[src/rtl/cmp_flag_if.sv]
// cmp_flag_if: operand-in / flags-out valid-ready bundle for cmp_flag_pipe.
interface cmp_flag_if #(
  parameter int WIDTH = 32
);
  logic             in_valid;
  logic             in_ready;
  logic [1:0]       op;
  logic [WIDTH-1:0] a;
  logic [WIDTH-1:0] b;
  logic [3:0]       cond;
  logic             out_valid;
  logic             out_ready;
  logic             n;
  logic             z;
  logic             c;
  logic             v;
  logic [WIDTH-1:0] result;
  logic             cond_pass;
  modport master (
    output in_valid, op, a, b, cond, out_ready,
    input  in_ready, out_valid, n, z, c, v, result, cond_pass
  );
  modport slave (
    input  in_valid, op, a, b, cond, out_ready,
    output in_ready, out_valid, n, z, c, v, result, cond_pass
  );
endinterface

[src/rtl/cmp_flag_pipe.sv]
// cmp_flag_pipe: two-stage CMP/CMN/TST/TEQ unit producing registered NZCV flags
// and a condition-code verdict, with valid/ready on both sides.
module cmp_flag_pipe #(
  parameter int         WIDTH    = 32,
  parameter logic [1:0] CV_RESET = 2'b00
) (
  input logic       clk,
  input logic       rst_n,
  cmp_flag_if.slave bus
);
  logic             adv1, adv2, xfer;
  logic             s1_valid_q, s1_valid_d, s2_valid_q, s2_valid_d;
  logic [1:0]       op_q, op_d, cv_q, cv_d;
  logic [3:0]       cond_q, cond_d;
  logic [WIDTH-1:0] a_q, a_d, b_q, b_d, bb, r, result_q, result_d;
  logic [WIDTH:0]   sum;
  logic             n_q, n_d, z_q, z_d, c_q, c_d, v_q, v_d, pass_q, pass_d;
  logic             nf, zf, cf, vf;
  logic [15:0]      ctab;
  always_comb begin
    adv2 = !s2_valid_q | bus.out_ready;
    adv1 = !s1_valid_q | adv2;
    xfer = s1_valid_q & adv2;
    // CMP and CMN share one adder: CMP inverts b and injects the carry-in
    bb   = op_q[0] ? b_q : ~b_q;
    sum  = {1'b0, a_q} + {1'b0, bb} + {{WIDTH{1'b0}}, ~op_q[0]};
    r    = op_q[1] ? (op_q[0] ? a_q ^ b_q : a_q & b_q) : sum[WIDTH-1:0];
    nf   = r[WIDTH-1];
    zf   = r == '0;
    cf   = op_q[1] ? cv_q[1] : sum[WIDTH];
    vf   = op_q[1] ? cv_q[0] : (a_q[WIDTH-1] == bb[WIDTH-1]) & (nf != a_q[WIDTH-1]);
    ctab = {1'b0, 1'b1, zf | (nf != vf), !zf & (nf == vf), nf != vf, nf == vf,
            !cf | zf, cf & !zf, !vf, vf, !nf, nf, !cf, cf, !zf, zf};
    s1_valid_d = adv1 ? bus.in_valid : s1_valid_q;
    {op_d, a_d, b_d, cond_d} = (adv1 & bus.in_valid) ? {bus.op, bus.a, bus.b, bus.cond}
                                                     : {op_q, a_q, b_q, cond_q};
    s2_valid_d = adv2 ? s1_valid_q : s2_valid_q;
    {result_d, n_d, z_d, c_d, v_d, pass_d} = xfer ? {r, nf, zf, cf, vf, ctab[cond_q]}
                                                  : {result_q, n_q, z_q, c_q, v_q, pass_q};
    // shadow follows program order, so it updates on issue into S2, not on consume
    cv_d = (xfer & !op_q[1]) ? {cf, vf} : cv_q;
  end
  always_ff @(posedge clk or negedge rst_n) begin
    if (!rst_n) begin
      s1_valid_q <= 1'b0;
      s2_valid_q <= 1'b0;
      op_q       <= '0;
      a_q        <= '0;
      b_q        <= '0;
      cond_q     <= '0;
      result_q   <= '0;
      n_q        <= 1'b0;
      z_q        <= 1'b0;
      c_q        <= 1'b0;
      v_q        <= 1'b0;
      pass_q     <= 1'b0;
      cv_q       <= CV_RESET;
    end else begin
      s1_valid_q <= s1_valid_d;
      s2_valid_q <= s2_valid_d;
      op_q       <= op_d;
      a_q        <= a_d;
      b_q        <= b_d;
      cond_q     <= cond_d;
      result_q   <= result_d;
      n_q        <= n_d;
      z_q        <= z_d;
      c_q        <= c_d;
      v_q        <= v_d;
      pass_q     <= pass_d;
      cv_q       <= cv_d;
    end
  end
  assign bus.in_ready  = adv1;
  assign bus.out_valid = s2_valid_q;
  assign bus.result    = result_q;
  assign bus.n         = n_q;
  assign bus.z         = z_q;
  assign bus.c         = c_q;
  assign bus.v         = v_q;
  assign bus.cond_pass = pass_q;
endmodule

[src/flat_wrapper.sv]
// flat-port wrapper written by rule: the top's interface ports become plain ports
module cmp_flag_pipe_flat 
#(
  parameter int         WIDTH    = 32,
  parameter logic [1:0] CV_RESET = 2'b00
)
  (clk, rst_n, bus_in_valid, bus_op, bus_a, bus_b, bus_cond, bus_out_ready, bus_in_ready, bus_out_valid, bus_n, bus_z, bus_c, bus_v, bus_result, bus_cond_pass);
  cmp_flag_if #(.WIDTH(WIDTH)) bus_i ();
  input logic clk;
  input logic rst_n;
  input wire logic [$bits(bus_i.in_valid)-1:0] bus_in_valid;
  input wire logic [$bits(bus_i.op)-1:0] bus_op;
  input wire logic [$bits(bus_i.a)-1:0] bus_a;
  input wire logic [$bits(bus_i.b)-1:0] bus_b;
  input wire logic [$bits(bus_i.cond)-1:0] bus_cond;
  input wire logic [$bits(bus_i.out_ready)-1:0] bus_out_ready;
  output wire logic [$bits(bus_i.in_ready)-1:0] bus_in_ready;
  output wire logic [$bits(bus_i.out_valid)-1:0] bus_out_valid;
  output wire logic [$bits(bus_i.n)-1:0] bus_n;
  output wire logic [$bits(bus_i.z)-1:0] bus_z;
  output wire logic [$bits(bus_i.c)-1:0] bus_c;
  output wire logic [$bits(bus_i.v)-1:0] bus_v;
  output wire logic [$bits(bus_i.result)-1:0] bus_result;
  output wire logic [$bits(bus_i.cond_pass)-1:0] bus_cond_pass;
  assign bus_i.in_valid = bus_in_valid;
  assign bus_i.op = bus_op;
  assign bus_i.a = bus_a;
  assign bus_i.b = bus_b;
  assign bus_i.cond = bus_cond;
  assign bus_i.out_ready = bus_out_ready;
  assign bus_in_ready = bus_i.in_ready;
  assign bus_out_valid = bus_i.out_valid;
  assign bus_n = bus_i.n;
  assign bus_z = bus_i.z;
  assign bus_c = bus_i.c;
  assign bus_v = bus_i.v;
  assign bus_result = bus_i.result;
  assign bus_cond_pass = bus_i.cond_pass;
  cmp_flag_pipe #(.WIDTH(WIDTH), .CV_RESET(CV_RESET)) u_core (.clk(clk), .rst_n(rst_n), .bus(bus_i));
endmodule
[config.mk]
export PLATFORM = sky130hd
export DESIGN_NAME = cmp_flag_pipe_flat
export DESIGN_NICKNAME = d
export VERILOG_FILES = /design/src/rtl/cmp_flag_if.sv /design/src/rtl/cmp_flag_pipe.sv /design/src/flat_wrapper.sv
export SDC_FILE = /design/constraint.sdc
export NUM_CORES = 1
export LEC_CHECK = 0
export CAP_MARGIN = 20
export CELL_PAD_IN_SITES_DETAIL_PLACEMENT = 1
export CELL_PAD_IN_SITES_GLOBAL_PLACEMENT = 1
export CORE_ASPECT_RATIO = 0.75
export CORE_MARGIN = 2
export CORE_UTILIZATION = 30
export CTS_CLUSTER_DIAMETER = 60
export CTS_CLUSTER_SIZE = 28
export DETAILED_ROUTE_END_ITERATION = 10
export PLACE_DENSITY_LB_ADDON = 0.1
export SLEW_MARGIN = 20
export SYNTH_ARGS = -nofsm -noshare
export SYNTH_HDL_FRONTEND = slang
export SYNTH_SLANG_ARGS = --single-unit
[constraint.sdc]
create_clock -name clk -period 6.5 [get_ports clk]
set_input_delay 1.625 -clock clk [delete_from_list [all_inputs] [get_ports clk]]
set_output_delay 1.625 -clock clk [all_outputs]
set_load 0.01 [all_outputs]
==> key figures <==
Status
  – Status: complete, no violations

Flow run
  – Max-Cap Viols: 0

Layout
  – Final #Nets: 1049
  – N_diodes: 0
  – Syn-to-layout area delta: 20.9%
  – Non-Filler Instances: 1258
  – Share of cells above drive strength 1: 15.2%

Placement
  – Placed Cells: 1242
  – GPL Wtd Cong: 0.889
  – Port Buf Inserts: 112
  – HPWL Detailed: 19.4 mm

Synth
  – Post-synth EDFFs: 0
  – Yosys reg bits: 110
  – Syn nets: 968
  – Seq/Total Area, Yosys: 34.1%
  – Mapped Cells: 828
  – Ys flop type: dfrtp_1
  – Post-Syn Area per Cell: 9.74 sq um
  – Ys Warns: 0
  – Unique masters post-synth: 79
  – Post-Syn Area: 0.00807 sq mm
  – Post-synth ARST share: 100%

Critical path
  – Worst EP arrival: 5400 ps
  – Bufs and invs on worst path: 2
  – Critical path required time: 6760 ps
  – CP peak stage delay: 820 ps
  – Crit-path cells: buf_4, buf_4, xnor2_1, ha_1, a21o_1, o21bai_1, a221oi_2, o31ai_1, or3_1, a31o_1, or4bb_1, nand4bb_1, or3_1, a211oi_1, or4_1, o211ai_2
  – Critical Path Fanout Max: 38
  – Kind of critical path: reg -> reg
  – Slowest-stage cell, CP: dfrtp_4
  – CP endpoint kind: flop
  – Crit-path leading delay family: simple AND/OR/NAND/NOR gates
  – Critical Path Source Type: flop

Clock tree
  – Clk buf depth: 2
  – Total CTS buffers: 9
  – CTS root buf: clkbuf_16
  – Post-CTS setup buffer count: 0
  – Clock transition at path regs: 80 ps
  – Clk_lat worst skew: 380 ps
  – Post-CTS sizing: 0
  – # hold bufs at CTS: 0
  – Max H-tree Level: 3
  – CTS tree: yes
  – Clk sinks: 110

Floorplanning
  – Starting Density: 30.8%
  – I/O pin cnt: 113
  – Die Y: 146 microns
  – Core area: 0.0262 sq mm
  – Die width: 193 microns
  – # rows: 51
  – Die ar.: 0.0282 sq mm

Timing
  – Slew Viols, Final: 0
  – RSZ-0062 raised after global routing: no
  – Peak Freq: 194 MHz
  – Setup Skew: 14.3 ps
  – Crit share post-route: 79.1%
  – Relative slew margins: 32.6%
  – Actual slew at the worst max-slew pin: 1010 ps
  – Setup violators final: 0
  – Fin. Hold Viols: 0
  – Min cycle time layout: 5140 ps
  – Setup_tns: 0 ps

Drt
  – Post-Route WL: 25.1 mm
  – Drt initial violations: 452
  – 1st-pass router iterations: 5
  – Vias: 6722
  – DR DRC count: 0
  – Routed Antenna Nets: 0
  – Via-to-Cell Ratio: 5.34
  – Detail-routed net length per standard cell: 19.9 microns

Global route
  – Antenna violations before repair: 2
  – GRT Resource Usage Total: 18.3%
  – Largest net degree at the start of global routing: 71
  – First-pass GRT wire length: 40.7 mm
  – GR Overflow Total: 0
  – Vias in the first global route: 6836

Power and ir drop
  – Seq pwr share: 28.1%
  – Peak supply drop: 148 uV
  – NetSw: 1580 uW
  – Switching Fraction: 43.5%
  – Pwr dens: 372 mW/mm^2
  – Part of the power in the clock network: 16.4%
  – Internal Power: 2050 uW
  – Leak pwr: 0.00397 uW
  – Combinational power share: 55.5%

Min path
  – Hold Path Class: reg -> reg
-- through the flow --
stage                     setup slack (ps)  cell area, sq um  hold slack, ps  utilization (%)  total power (uW)
after floorplan                       1350              8070             495                -              2300
after global placement                1350              9440             465             36.1              3030
after detailed placement              1380              9440             473             36.1              3040
after CTS                             1350              9750             491             37.3              3660
after global routing                  1010              9750             523             37.3              3930
final                                 1360              9750             486             37.3              3630
-- state kept, by name, summed over array words and instances, names as in the netlist --
register / flops
u_core.bus.c: 1
u_core.cv_q: 2
u_core.cond_q: 4
u_core.op_q: 2
u_core.b_q: 32
u_core.bus.n: 1
u_core.bus.z: 1
u_core.s1_valid_q: 1
u_core.bus.v: 1
u_core.bus.out_valid: 1
u_core.bus.cond_pass: 1
u_core.bus.result: 31
u_core.a_q: 32
-- cell usage after synthesis (all sizes together), types with 4 or more instances --
library cell	number	area, sq um
inv	22	82.6
or2	5	31.3
xnor2	37	324
a21oi	45	240
o21a	7	52.6
buf	35	186
or3	4	25.0
or4	4	30.0
mux2	89	1000
o21ai	47	235
dfrtp	110	2750
nand3	25	130
a211oi	14	115
o31ai	8	73.8
o21bai	7	52.6
o211ai	12	95.1
a21o	13	97.6
clkbuf	13	50.0
ha	65	813
nor2b	8	50.1
a31oi	6	37.5
nand2b	8	50.1
nor3	11	55.1
mux2i	24	240
nor2	44	165
a221oi	4	41.3
nand4	14	87.6
nor4	4	37.5
o311ai	6	52.6
nand2	72	270
xor2	4	35.0
-- power groups by stage --
| stage | registers, uW | logic [uW] | clock network [uW] |
|---|---|---|---|
| finish | 1020 | 2010 | 595 |
| global placement | 1030 | 2000 | 0 |
| detailed placement | 1030 | 2000 | 0 |
| global route | 1050 | 2230 | 651 |
| floorplan | 1020 | 1280 | 0 |
| CTS | 1020 | 2010 | 624 |
-- layer usage --
metal	share of wire (%)	vias up	GRT usage (%)
met5	0	-	0
met1	56	3324	29.4
met2	39	145	25.1
met3	4.1	12	3.04
li1	-	3241	-
met4	0.85	0	3.93
-- worst min-delay path: cells and delay by family, from the launching register on --
kind	cells	cell delay, ps
and+or+nand+nor	1	50
DFF	1	350
AOI/OAI and AO/OA	1	60
-- cell families after synthesis --
logic type / count (synthesis) / share of synthesized area, %
AOI/OAI and AO/OA: 208 / 17.9
xor gates and xnor gates: 41 / 4.45
adders and majority gates: 66 / 10.3
DFF: 110 / 34.1
buffers and inverters: 70 / 3.96
muxes: 113 / 15.4
and+or+nand+nor: 220 / 13.8
-- worst paths after layout --
check	from	end	slack [ps]	depth (start not counted)
worst min-delay path	u_core.bus.result[21]	u_core.bus.result[21]	490	2
min in group asynchronous	rst_n	u_core.bus.result[15]	1290	1
worst min register to register	u_core.bus.result[21]	u_core.bus.result[21]	490	2
worst max register to register	u_core.op_q[0]	u_core.bus.cond_pass	1360	16
max in group asynchronous	rst_n	u_core.op_q[0]	3890	2
worst max-delay path	u_core.op_q[0]	u_core.bus.cond_pass	1360	16
-- cell usage in the layout (no fill, tap or decap), types with 5 or more instances in the layout --
| master | n |
|---|---|
| mux2_2 | 89 |
| clkbuf_16 | 9 |
| nand3_1 | 24 |
| o21ai_0 | 43 |
| a211oi_1 | 12 |
| nor2_1 | 44 |
| nand2_1 | 70 |
| o21a_1 | 7 |
| a21o_1 | 13 |
| o31ai_1 | 7 |
| nor2b_1 | 8 |
| o211ai_1 | 11 |
| o21bai_1 | 7 |
| inv_1 | 22 |
| xnor2_1 | 37 |
| dfrtp_1 | 108 |
| nor3_1 | 11 |
| nand4_1 | 14 |
| o311ai_0 | 5 |
| nand2b_1 | 8 |
| a31oi_1 | 6 |
| or2_2 | 5 |
| a21oi_1 | 41 |
| mux2i_1 | 24 |
| buf_4 | 7 |
| ha_1 | 65 |
| clkdlybuf4s50_1 | 111 |
-- layout make-up --
class	instances	area (sq um)
clock buffers	11	243
multi-input cells	648	5000
repair buffers	118	1160
well taps	344	430
inverters	22	82.6
clock inverters	5	66.3
flip-flops and latches	110	2760
fillers	2974	16400
Power figures use the tool's default switching activity.
